`config.mk`:
```
export PLATFORM = sky130hd
export DESIGN_NAME = hls_deadlock_report_arbiter
export DESIGN_NICKNAME = d
export VERILOG_FILES = /design/src/rtl/hls_deadlock_report_arbiter.sv
export SDC_FILE = /design/constraint.sdc
export NUM_CORES = 1
export LEC_CHECK = 0
export BUFFER_PORTS_ARGS = -buffer_cell sky130_fd_sc_hd__buf_4
export CORE_MARGIN = 8
export CORE_UTILIZATION = 56
export CTS_CLUSTER_DIAMETER = 150
export DETAILED_ROUTE_END_ITERATION = 8
export PLACE_DENSITY = 0.8
export SYNTH_ARGS = -nofsm -noshare
export SYNTH_HDL_FRONTEND = slang
export SYNTH_SLANG_ARGS = --single-unit
```
`constraint.sdc`:
```
create_clock -name clock -period 1.53 [get_ports clock]
set_input_delay 0.459 -clock clock [delete_from_list [all_inputs] [get_ports clock]]
set_output_delay 0.459 -clock clock [all_outputs]
set_load 0.01 [all_outputs]
```
`src/rtl/hls_deadlock_report_arbiter.sv`:
```
// Confirms sustained deadlock-monitor block flags and reports each one once, round-robin, over a valid/ready port.
// Optional build macro HLS_DEADLOCK_RPT_STAMP_EN adds a 32-bit cycle stamp to each report; otherwise rpt_stamp is tied to 0.
module hls_deadlock_report_arbiter #(
    parameter int N_MON       = 4,
    parameter int CONFIRM_CYC = 16,
    parameter int IDX_W       = 2
) (
    input  logic             clock,
    input  logic             reset,
    input  logic [N_MON-1:0] mon_block,
    input  logic             clear,
    output logic             rpt_valid,
    input  logic             rpt_ready,
    output logic [IDX_W-1:0] rpt_idx,
    output logic [31:0]      rpt_stamp,
    output logic [N_MON-1:0] sticky,
    output logic             any_block
);
    typedef enum logic {
        IDLE   = 1'b0,
        REPORT = 1'b1
    } state_t;

    localparam logic [7:0] CONFIRM = 8'(CONFIRM_CYC);

    state_t             state_reg, state_next;
    logic [IDX_W-1:0]   rr_ptr_reg;
    logic [IDX_W-1:0]   rpt_idx_reg;
    logic               any_block_reg;
    logic [N_MON-1:0]   pending;
    logic [N_MON-1:0]   armed;
    logic [2*N_MON-1:0] pend_dbl;
    logic [N_MON-1:0]   pend_rot;
    logic [IDX_W-1:0]   grant_idx;
    logic               grant_found;
    logic               grant;
    logic               handshake;

    assign rpt_valid = (state_reg == REPORT);
    assign handshake = rpt_valid && rpt_ready;
    assign rpt_idx   = rpt_idx_reg;
    assign any_block = any_block_reg;

    generate
        for (genvar gi = 0; gi < N_MON; gi++) begin : g_chan
            logic [7:0] cnt_reg;
            logic       pending_reg;
            logic       armed_reg;
            logic       sticky_reg;
            logic       reach;
            logic       is_rpt;

            // Fires only on the edge the counter arrives at the threshold, so a held block confirms once.
            assign reach  = mon_block[gi] && !clear && (cnt_reg == CONFIRM - 8'd1);
            assign is_rpt = (rpt_idx_reg == IDX_W'(gi));

            always_ff @(posedge clock or negedge reset) begin
                if (!reset) begin
                    cnt_reg     <= '0;
                    pending_reg <= 1'b0;
                    armed_reg   <= 1'b1;
                    sticky_reg  <= 1'b0;
                end else begin
                    // clear restarts confirmation so a still-held block re-reports after a full window
                    if (!mon_block[gi] || clear)
                        cnt_reg <= '0;
                    else if (cnt_reg != CONFIRM)
                        cnt_reg <= cnt_reg + 8'd1;

                    if (!mon_block[gi])
                        pending_reg <= 1'b0;
                    else if (grant && grant_idx == IDX_W'(gi))
                        pending_reg <= 1'b0;
                    else if (reach && armed_reg)
                        pending_reg <= 1'b1;

                    if (clear || !mon_block[gi])
                        armed_reg <= 1'b1;
                    else if (handshake && is_rpt)
                        armed_reg <= 1'b0;

                    if (clear)
                        sticky_reg <= 1'b0;
                    else if (handshake && is_rpt)
                        sticky_reg <= 1'b1;
                end
            end

            assign pending[gi] = pending_reg;
            assign armed[gi]   = armed_reg;
            assign sticky[gi]  = sticky_reg;
        end
    endgenerate

    // Rotate pending so bit 0 lines up with rr_ptr; the first set bit is the grant.
    assign pend_dbl = {pending, pending};
    assign pend_rot = N_MON'(pend_dbl >> rr_ptr_reg);

    always_comb begin
        int cand;
        grant_found = 1'b0;
        grant_idx   = '0;
        cand        = 0;
        for (int k = 0; k < N_MON; k++) begin
            if (!grant_found && pend_rot[k]) begin
                grant_found = 1'b1;
                cand        = int'(rr_ptr_reg) + k;
                if (cand >= N_MON)
                    cand = cand - N_MON;
                grant_idx = IDX_W'(cand);
            end
        end
    end

    always_comb begin
        state_next = state_reg;
        grant      = 1'b0;
        case (state_reg)
            IDLE: begin
                if (grant_found) begin
                    state_next = REPORT;
                    grant      = 1'b1;
                end
            end
            REPORT: begin
                if (rpt_ready)
                    state_next = IDLE;
            end
            default: state_next = IDLE;
        endcase
    end

    always_ff @(posedge clock or negedge reset) begin
        if (!reset) begin
            state_reg     <= IDLE;
            rr_ptr_reg    <= '0;
            rpt_idx_reg   <= '0;
            any_block_reg <= 1'b0;
        end else begin
            state_reg     <= state_next;
            any_block_reg <= |mon_block;
            if (grant)
                rpt_idx_reg <= grant_idx;
            if (handshake)
                rr_ptr_reg <= (rpt_idx_reg == IDX_W'(N_MON - 1)) ? '0 : rpt_idx_reg + IDX_W'(1);
        end
    end

`ifdef HLS_DEADLOCK_RPT_STAMP_EN
    logic [31:0] stamp_cnt_reg;
    logic [31:0] rpt_stamp_reg;

    always_ff @(posedge clock or negedge reset) begin
        if (!reset) begin
            stamp_cnt_reg <= '0;
            rpt_stamp_reg <= '0;
        end else begin
            stamp_cnt_reg <= stamp_cnt_reg + 32'd1;
            if (grant)
                rpt_stamp_reg <= stamp_cnt_reg;
        end
    end

    assign rpt_stamp = rpt_stamp_reg;
`else
    assign rpt_stamp = 32'd0;
`endif

endmodule

```
* Yosys cells after proc, flatten, opt, wreduce, memory -nomap -nowiden
Index checks and enable logic that the tools add are counted.
** Word-level totals
- Input port bits :: 8
- Memory bits (read-only) :: 0
- Bits in latches :: 0
- Word-level logic and storage cells :: 160
- RAM bits :: 0
- Memories kept :: 0
- Flip-flop bits (word level) :: 50
** Cells by class
- Order comparisons :: 4
- Multiplexer cells :: 53
- Equal/unequal tests :: 18
- $mul :: 0
- Add/subtract/negate cells :: 12
- Div/mod/pow operators :: 0
- Bitwise logic cells :: 1
- Shift-type cells :: 1
- Reductions and logical operators :: 51
** Operators with widths (count)
- 8-bit 2-to-1 mux :: 8
- 1-bit 2-to-1 mux :: 35
- 8-bit by 1-bit adder with 8-bit output (second input constant) :: 4
- 8-bit by 4-bit == test with 1-bit output (second input constant) :: 4
- 8-bit by 5-bit != test with 1-bit output (second input constant) :: 4
- 1-bit logical AND :: 24
- 2-bit nonzero test :: 12
- 2-bit 2-to-1 mux :: 9
- 3-bit by 1-bit != test with 1-bit output (second input constant) :: 4
- 3-bit >= comparator (second input constant) :: 3
- 2-bit == test (second input constant) :: 4
- 1-bit zero test :: 8
- 8-bit by 2-bit right shift with 4-bit output :: 1
- 2-bit by 1-bit subtractor with 2-bit output (second input constant) :: 4
- 2-bit by 2-bit adder with 3-bit output (second input constant) :: 2
- 2-bit by 1-bit == test with 1-bit output (second input constant) :: 2
- 2-bit zero test :: 2
- 1-bit logical OR :: 4
- 4-bit OR reduction :: 1
- 2-bit by 1-bit adder with 3-bit output (second input constant) :: 1
- 2-bit by 3-bit >= comparator with 1-bit output (second input constant) :: 1
- 2-bit by 1-bit adder with 2-bit output (second input constant) :: 1
- 1-bit one-hot mux with 2 select lines :: 1
- 1-bit NOT :: 1

* Depth between registers and ports, before layout
Gate-level depths: netlist (run 1).
- Depth in word-level cells :: 16
- Depth in mapped cells :: 6

* Worst setup path after synthesis (run 1)
No wires, ideal clock.
- Path kind :: register to register
- Start point :: register g_chan[1].cnt_reg[0]
- End point :: register g_chan[1].cnt_reg[0]
- Cell stages (with the launch flop) :: 7
- Slack :: 0.129 ns
- Data arrival time :: 1.270 ns
- Period minus slack after synthesis :: 1.401 ns
- Cell sequence :: dfrtp_1 -> inv_1 -> ha_1 -> nor4bb_1 -> nand2_1 -> xnor2_1 -> nor2_1
** On the way
- Cells in the longest elaborated chain, start to end :: 3
** RTL lines
- start: declaration :: line 46 : logic [7:0] cnt_reg;
- start signal: assignment :: line 68 : cnt_reg <= cnt_reg + 8'd1;
- 8-bit by 1-bit adder with 8-bit output :: line 68
- 8-bit 2-to-1 mux :: line 67 : else if (cnt_reg != CONFIRM)
- 8-bit 2-to-1 mux :: line 65 : if (!mon_block[gi] || clear)
Several ways; a longest one is shown, not always the timed one. The select of a mux whose other input is x is not followed.
A chain may end at the register's enable or synchronous reset.

* Final worst setup path (run 1)
- Start point :: register rr_ptr_reg[1]
- End point :: register g_chan[0].pending_reg
** On the way
- Cells in the longest elaborated chain, start to end :: 16
** RTL lines
- start: declaration :: line 27 : logic [IDX_W-1:0] rr_ptr_reg;
- start signal: assignment :: line 145 : rr_ptr_reg <= (rpt_idx_reg == IDX_W'(N_MON - 1)) ? '0 : rpt_idx_reg + IDX_W'(1);
- 8-bit by 2-bit right shift with 4-bit output :: line 97 : assign pend_rot = N_MON'(pend_dbl >> rr_ptr_reg);
- 1-bit 2-to-1 mux :: line 105 : if (!grant_found && pend_rot[k]) begin
- 1-bit zero test :: line 105
- 1-bit logical AND :: line 105
- 1-bit 2-to-1 mux :: line 105
- 1-bit zero test :: line 105
- 1-bit logical AND :: line 105
- 1-bit 2-to-1 mux :: line 105
- 1-bit zero test :: line 105
- 1-bit logical AND :: line 105
- 1-bit 2-to-1 mux :: line 105
- 1-bit 2-to-1 mux :: line 120 : if (grant_found) begin
- 1-bit 2-to-1 mux :: line 118 : case (state_reg)
- 1-bit logical AND * :: line 72 : else if (grant && grant_idx == IDX_W'(gi))
- 1-bit 2-to-1 mux :: line 72
- 1-bit 2-to-1 mux :: line 70 : if (!mon_block[gi])
- end signal: assignment :: line 71 : pending_reg <= 1'b0;
- end signal: assignment :: line 73 : pending_reg <= 1'b0;
- end signal: assignment :: line 75 : pending_reg <= 1'b1;
- end: declaration :: line 47 : logic pending_reg;
Mark *: on every way between the ends. The rest lies on a longest branch, timed or not.

==> results.md, run 1 <==
- Tracing the worst setup path back leads to its startpoint at rr_ptr_reg[1]$_DFFE_PN0P_.
- During placement, the flow inserted port buffers numbering 15.
- Setup repair after global routing left no endpoint under its margin.
- The cell count after synthesis came out at 280.
- The cell family with the largest share of critical-path delay is compound AO/OA/AOI/OAI gates.
- The detail-routed via count per cell is 5.11.
- The clock tree from TritonCTS is built.
- For this run, the number of Yosys warnings is 0.
- The floorplan step set the die height to ~86 µm.
- The worst setup path is captured at a flop.
- At the end of routability-driven placement, the weighted congestion stood at 0.831.
- At the worst endpoint, the arrival time is approximately 1700 ps.
- The maximum number of pins on one net before global-route repair is 34.
- For this run, the post-layout net count is ~320.
- The adder-cell share of the synthesized area is 5.45%.
- The delay contributed by the slowest stage of the critical path is 470 ps.
- The shortest period the worst path allows is 1470 ps.
- The H-tree was split into 2 levels.
- The placeable core area is 4720 µm².
- In this run, synthesis inferred 0 flip-flops with an integrated enable.
- The number of different library cells in the post-synthesis netlist is 36.
- Of all flip-flops after synthesis, the portion carrying an async set or reset was 100%.
- In this run the critical register-to-register path is captured at g_chan[0].pending_reg$_DFFE_PN0P_.
- The simple-gate share of the synthesized area is 16.7%.
- The total overflow left after global routing is 0.
- The first-pass GRT wire length is 8.12 mm.
- The TritonCTS buffer count is 5.
- The number of antenna violations at the first check in global routing is 0.
- The path class of the tightest hold or removal check is in2async.
- The dominant combinational cell family by area after synthesis is simple AND/OR/NAND/NOR gates.
- The internal power consumption is approximately 1900 µW.
- The switching power share of the total is between 20% and 30%.
- The minimum setup slack among reg-to-reg paths is 60 ps.
- For the worst-skew pair, the clock arrives at the later sink with an insertion delay of 310 ps.
- The initial core utilization is 58.3%.
- For the worst flop-to-flop path, the logic depth is 3.
- By instance count, the leading cell after synthesis is sky130_fd_sc_hd__dfrtp_1.
- For this run, the leading register cell type out of synthesis is sky130_fd_sc_hd__dfrtp_1.
- Of the total synthesized cell area, the portion taken by XOR and XNOR cells is 7.64%.
- The finished cells cover just under 3000 µm².
- The worst setup path is launched from a flop.
- After detailed routing, the number of remaining DRC violations is 0.
- The via total after detailed routing is 1855.
- The complex-gate fraction of the synthesized area is 8.50%.
- Static timing analysis puts the maximum clock frequency at roughly 680 MHz.
- The number of hold violations in the final report is 0.
- The critical setup path kind is reg2reg.
- The post-CTS repair timing setup buffer count is 0.
- After synthesis, the cell types taking the most area are sky130_fd_sc_hd__dfrtp_1 (42%), sky130_fd_sc_hd__buf_4 (9.8%), sky130_fd_sc_hd__nor2_1 (5.6%), sky130_fd_sc_hd__ha_1 (5.5%), sky130_fd_sc_hd__xnor2_1 (4.1%).
- In this run the cell area measured after placement is 2810 µm².
- The post-synthesis sequential element count is 50.
- The fraction of synthesized area in multiplexers is 3.23%.
- Across the routed clock network, the largest skew measured is 10.4 ps.
- In this run the critical register-to-register path is launched from rr_ptr_reg[1]$_DFFE_PN0P_.
- The average wire per standard cell is between 10 and 15 µm.
- In this run, flip-flops and latches consume about 55% of the power.
- Global routing used 13.6% of the available tracks across all layers.
- The half-perimeter wire length of the detailed placement result is 3.64 mm.
- In this run the clock root is driven by a sky130_fd_sc_hd__clkbuf_8.
- The data required time at the worst endpoint is 1770 ps.
- 0 antenna diodes ended up in the layout.
- The maximum buffer depth of the clock tree is 2.
- In this run the core area contains 25 standard-cell rows.
- The area of the die is 7410 µm².
- The static power due to leakage is between 0.001 and 0.0015 µW.
- The die is 86.1 µm wide.
- The synthesized design devotes to its leading area cell type 41.8% of total area.
- After the flow finishes, the layout carries non-filler instances totaling 363.
- For this design the ratio of total power to cell area is 840 nW/µm².
- Buffers inserted to repair hold after CTS numbered 0.
- For this design the top-level I/O count stands at 48.
- The analysis attributes to net switching a power of roughly 590 µW.
- The number of optimization iterations in the first detailed-route pass is 4.
- CTS saw 50 sinks.
- The ratio of cells with drive above 1 in the final layout is 13.2%.
- The peak fanout along the critical path is 7.
- Adding up every negative setup slack in the final design gives 0 ps.
- The register with the most flip-flops in the layout has 32 of them.
- Traced cell by cell, the critical path runs through mux2_4, a221oi_4, o311a_1.
- The depth of the critical timing path with buffers and inverters included is 3.
- From synthesis to final layout, the design area changed by 7.05%.
- The worst IR drop on VDD is 576 µV.
- The count of pins over their slew limit came to 0.
- A synthesized cell averages approximately 9.8 µm².
- Setup violations remaining at the end of the flow were counted as 0.
- The clock transition at the register clock pins on the worst setup and hold paths after CTS is approximately 100 ps.
- In the finished design, the share of the clock period the worst path needs comes to between 90% and 100%.
- The via count of the first global-routing pass is 1801.
- After synthesis, flip-flops and latches occupy between 40 and 50% of the total area.
- The netlist area before placement is about 2800 µm².
- The largest area contributor in the netlist is sky130_fd_sc_hd__dfrtp_1.
- The worst-path cell with the longest stage delay is sky130_fd_sc_hd__dfrtp_2.
- The flow ran to the end, and the final reports show no timing, DRC or antenna violations.
- The total wire length after detailed routing is 4.89 mm.
- The antenna violation net count after detailed routing is 0.
- The reported max-cap violation count is 0.
- Counting instances in the post-synthesis netlist gives the leading cell types as sky130_fd_sc_hd__dfrtp_1 (46), sky130_fd_sc_hd__nor2_1 (41), sky130_fd_sc_hd__buf_4 (36).
- The combinational fraction of design power is 7.6%.
- The buffer and inverter count on the worst path is 0.
- The number of placed instances, taps included, is 355.
- The number of DRC markers in iteration 0 is 89.
- In this run, the clock network consumes 37.7% of the power.
==> how the worst max path moves through the flow <==
stage / endpoint / slack [ps]
3_3_place_gp: g_chan[1].cnt_reg[0]$_DFFE_PN0P_ / 50
6_report: g_chan[0].pending_reg$_DFFE_PN0P_ / 60
5_1_grt: g_chan[1].cnt_reg[0]$_DFFE_PN0P_ / 10
3_5_place_dp: g_chan[1].cnt_reg[0]$_DFFE_PN0P_ / 30
4_1_cts: g_chan[0].pending_reg$_DFFE_PN0P_ / 40
2_1_floorplan: g_chan[1].cnt_reg[0]$_DFFE_PN0P_ / 130
==> power groups by stage <==
stage                     Combinational [µW]  Clock (µW)  Sequential, µW
final                                    187         932            1360
after CTS                                187         958            1360
after global placement                   182           0            1380
after global routing                     211        1000            1360
after floorplan                          171           0            1380
after detailed placement                 186           0            1380
==> logic make-up after synthesis <==
logic type / after synthesis
and+or+nand+nor: 96
adders and majority gates: 12
buffers and inverters: 57
xor gates and xnor gates: 24
DFF: 50
AOI/OAI and AO/OA: 32
muxes: 8
other: 1
==> what timing repair did <==
| item | in CTS | in global routing |
|---|---|---|
| hold endpoints to repair | 0 | 0 |
| resized for setup | 1 | 3 |
| endpoints found under the setup margin | 1 | 7 |
| gates cloned | 0 | 0 |
==> worst register-to-register path, cell delays in order (launching register included) <==
cell and delay (ps):
sky130_fd_sc_hd__dfrtp_2 470, sky130_fd_sc_hd__mux2_4 330, sky130_fd_sc_hd__a221oi_4 380, sky130_fd_sc_hd__o311a_1 220
==> final cells by class <==
type,instances,area [µm²]
tap,67,83.8
fill,382,1780
clock inverter,2,37.5
clock buffer,6,72.6
multi-input combinational,204,1280
inverter,15,56.3
sequential,50,1260
timing repair buffer,19,155
==> cell usage in the layout (no fill, tap or decap), drive strengths merged, types with 3 or more instances in the layout <==
| cell | instances |
|---|---|
| nand2b | 6 |
| inv | 15 |
| dfstp | 4 |
| xor2 | 11 |
| clkbuf | 6 |
| mux2 | 4 |
| nand3 | 11 |
| and3 | 9 |
| nand4 | 4 |
| xnor2 | 13 |
| a21oi | 12 |
| buf | 19 |
| nand2 | 11 |
| o21ai | 3 |
| mux2i | 4 |
| dfrtp | 46 |
| a41o | 4 |
| nor3 | 5 |
| ha | 12 |
| conb | 32 |
| nor2 | 41 |
| a21o | 5 |
==> per-stage QoR <==
step | power, µW | util [%] | setup slack (ps) | hold slack, ps
2_1_floorplan | 1550 | - | 129 | 163
3_3_place_gp | 1560 | 59.6 | 52.9 | 346
3_5_place_dp | 1570 | 59.6 | 25.3 | 347
4_1_cts | 2500 | 62.0 | 44.1 | 10.5
5_1_grt | 2570 | 62.4 | 13.1 | 16.9
6_report | 2470 | 62.4 | 64.3 | 10.6
==> layer usage <==
layer,GRT usage [%],wire length (µm),vias up
met2,22.1,2330,52
met4,4.78,59,0
met3,4.01,362,7
met1,16.8,2150,901
met5,0,0,-
li1,-,-,895
(Power assumes the default switching activity.)
==> run 2: changes to the inputs <==
CORE_UTILIZATION = 58   (was 56)
CTS_BUF_LIST = sky130_fd_sc_hd__clkbuf_2   (was not set)
PLACE_DENSITY = 0.82   (was 0.8)
==> run 2 against run 1 <==
Compared with the run above:
- critical path depth down 2
- sequential cell count is the same
- via count up 1.9%
- worst hold slack improved by 230 ps
- power is 9.0% lower
- register-to-register slack improved by 20 ps
- count of clock-buffer cells in the layout stayed put
- critical endpoint is now sticky[3]
- highest routed layer unchanged
==> results.md, run 2 (synthesis gave the netlist of run 1 again) <==
- Using the TritonRoute via totals, the vias-per-cell ratio works out to 5.25.
- Counting both buffers and inverters, the worst setup path holds a total of 1.
- The first-pass GRT wire length is 8.47 mm.
- The die width is approximately 85 µm.
- The total of buffers placed on input and output ports is 15.
- Across the run, the number of max-cap violations was 0.
- The shortest period the worst path allows is 1480 ps.
- The smallest setup slack after layout is 51.9 ps.
- After detailed routing, the average wire length per cell comes to 13.7 µm.
- The final-layout setup total negative slack is 0 ps.
- The number of antenna violations at the first check in global routing is 0.
- The delay contributed by the slowest stage of the critical path is 450 ps.
- The worst path uses 96.6% of the clock period.
- The footprint of the multi-input gates is approximately 1300 µm².
- The area of the die is 7210 µm².
- Data on the critical path arrives at its endpoint at 1020 ps.
- STA classifies the critical path startpoint as a flop.
- The ratio of cells with drive above 1 in the final layout is 16.0%.
- In the layout the commonest cells are sky130_fd_sc_hd__dfrtp_1 (44), sky130_fd_sc_hd__nor2_1 (41), sky130_fd_sc_hd__conb_1 (32).
- The half-perimeter wire length of the detailed placement result is 3.52 mm.
- The run finished with clean final reports.
- For this run, design rule violations remaining after detail routing come to 0.
- The total area inside the core boundary comes to approximately 4700 µm².
- The total of endpoints with negative setup slack in the final report is 0.
- Entering global routing, the biggest net connects 27 pins.
- The filler cells instantiated in the layout total between 300 and 400.
- The fmax is 677 MHz.
- The critical path is of the reg2out type.
- At the end of routability-driven placement, the weighted congestion stood at 0.778.
- Global routing used 23.6% of the available met2 tracks.
- STA puts the critical path data required time at around 1100 ps.
- The register with the most flip-flops in the layout has 32 of them.
- After detailed routing, the total wire length is 4.95 mm.
- The power consumption is 2250 µW.
- The layer carrying the most global-route usage is met2.
- The number of placed cells counting well taps is about 340.
- The antenna violation net count after detailed routing is 0.
- Setup repair after global routing could not meet its margin everywhere.
- The peak fanout along the critical path is 2.
- The area overhead of the layout relative to synthesis is 8.36%.
- Summing over every cut layer, the via total after detailed routing is 1891.
- Dividing total power by cell area gives a power density of 755 nW/µm².
- In this run the worst hold path is classified as in2reg.
- The clock latency at the later pin of the worst-skew pair is 430 ps.
- After the flow finishes, the layout carries non-filler instances totaling 360.
- The via count of the first global-routing pass is 1921.
- The met3 track utilization from global routing is 4.63%.
- For this block, the initial DRC count from the detailed router was approximately 100.
- The global-route total usage across every layer is about 14%.
- The final global-route overflow total is 0.
- For met1 alone, demand over resource in global routing was 17.6%.
- The count of pins over their slew limit came to 0.
- The cell family with the largest share of critical-path delay is flip-flops.
- The initialized floorplan defines 25 standard-cell rows.
- After clock tree synthesis, the clock-pin slew on the worst setup and hold paths is 240 ps.
- The maximum buffer depth of the clock tree is 2.
- VDD sags by at most 567 µV.
- In this run the count of I/O pins placed on the die edge is 48.
- The number of sinks on the clock net is 50.
- The overall die height is 84.9 µm.
- The worst setup timing slack at the placement stage is -79.8 ps.
- The most common cell after layout, fill and taps aside is sky130_fd_sc_hd__dfrtp_1.
- After the last flow step, the layout net total stands at 325.
- CTS built an H-tree with a depth of 2.
- The number of hold violations in the final report is 0.
- The sequential cell area is 1260 µm².
- The clock tree skew after final layout is 23.2 ps.
- The clock tree from TritonCTS is built.
- Traced cell by cell, the critical path runs through buf_4.
- On the critical path, the stage with the largest delay is an instance of sky130_fd_sc_hd__dfrtp_1.
- The TritonCTS buffer count is 5.
- The cell sitting at the root of the clock tree is a sky130_fd_sc_hd__clkbuf_2.
- The analysis attributes to cell leakage a power of between 0.001 and 0.0015 µW.
- For this configuration, the core starts out at a cell density of a little under 60%.
- The number of optimization iterations in the first detailed-route pass is 4.
- The capturing element type of the critical path is an output port.
- 0 antenna diodes ended up in the layout.
[run 2: changes by cell type in the layout (fill, tap and decap cells not counted)]
cell,delta
sky130_fd_sc_hd__buf_6,+6
sky130_fd_sc_hd__clkbuf_2,+6
sky130_fd_sc_hd__clkbuf_8,-5
sky130_fd_sc_hd__buf_4,+3
sky130_fd_sc_hd__clkbuf_1,-1
sky130_fd_sc_hd__dfrtp_1,-1
sky130_fd_sc_hd__dfrtp_2,+1
sky130_fd_sc_hd__dlygate4sd3_1,+1
sky130_fd_sc_hd__nor4_1,+1
sky130_fd_sc_hd__nor4_2,-1
[run 2: report_power, final]
| part | leakage (µW) | switching (µW) | total (µW) | internal, µW |
|---|---|---|---|---|
| Sequential | 0.000667 | 17.7 | 1360 | 1340 |
| Clock | 0.0000392 | 408 | 691 | 282 |
| Combinational | 0.000731 | 131 | 202 | 70.6 |
[run 2: cell type report]
class,count,area share (%)
timing repair buffer,29,8.56
clock buffer,6,1.01
multi-input combinational,204,42.8
inverter,15,1.89
sequential,50,42.2
clock inverter,2,1.26
tap,54,2.27
[run 2: timing repair]
item / CTS / global route
endpoints found under the hold margin: 22 / 0
endpoints found under the setup margin: 5 / 12
buffers inserted: 2 / 6
hold buffers: 1 / 0
resized for setup: 3 / 7
pin swaps: 0 / 1
[run 2: final timing paths]
check / start / endpoint / slack (ps) / cells past startpoint
setup / recovery: g_chan[3].sticky_reg$_DFFE_PN0P_ / sticky[3] / 50 / 1
hold / removal: mon_block[3] / g_chan[3].pending_reg$_DFFE_PN0P_ / 240 / 3
setup reg to reg: rr_ptr_reg[1]$_DFFE_PN0P_ / rpt_idx[0]$_DFFE_PN0P_ / 80 / 3
hold reg to reg: g_chan[3].armed_reg$_DFFE_PN1P_ / g_chan[3].armed_reg$_DFFE_PN1P_ / 530 / 1
max in group asynchronous: reset / g_chan[0].armed_reg$_DFFE_PN1P_ / 600 / 3
min in group asynchronous: reset / g_chan[3].sticky_reg$_DFFE_PN0P_ / 430 / 2
[run 2: metrics by stage]
| step | utilization (%) | hold WS [ps] | cell area (µm²) |
|---|---|---|---|
| after floorplan | - | 163 | 2870 |
| after global placement | 60.2 | 385 | 2810 |
| after detailed placement | 60.2 | 388 | 2810 |
| after CTS | 62.5 | 214 | 2910 |
| after global routing | 64.0 | 209 | 2980 |
| final | 64.0 | 242 | 2980 |
[run 2: routing by layer]
layer | wire [µm] | share of wire [%]
met5 | 0 | 0
met2 | 2240 | 45
met1 | 2330 | 47
met3 | 327 | 6.6
met4 | 51 | 1.0
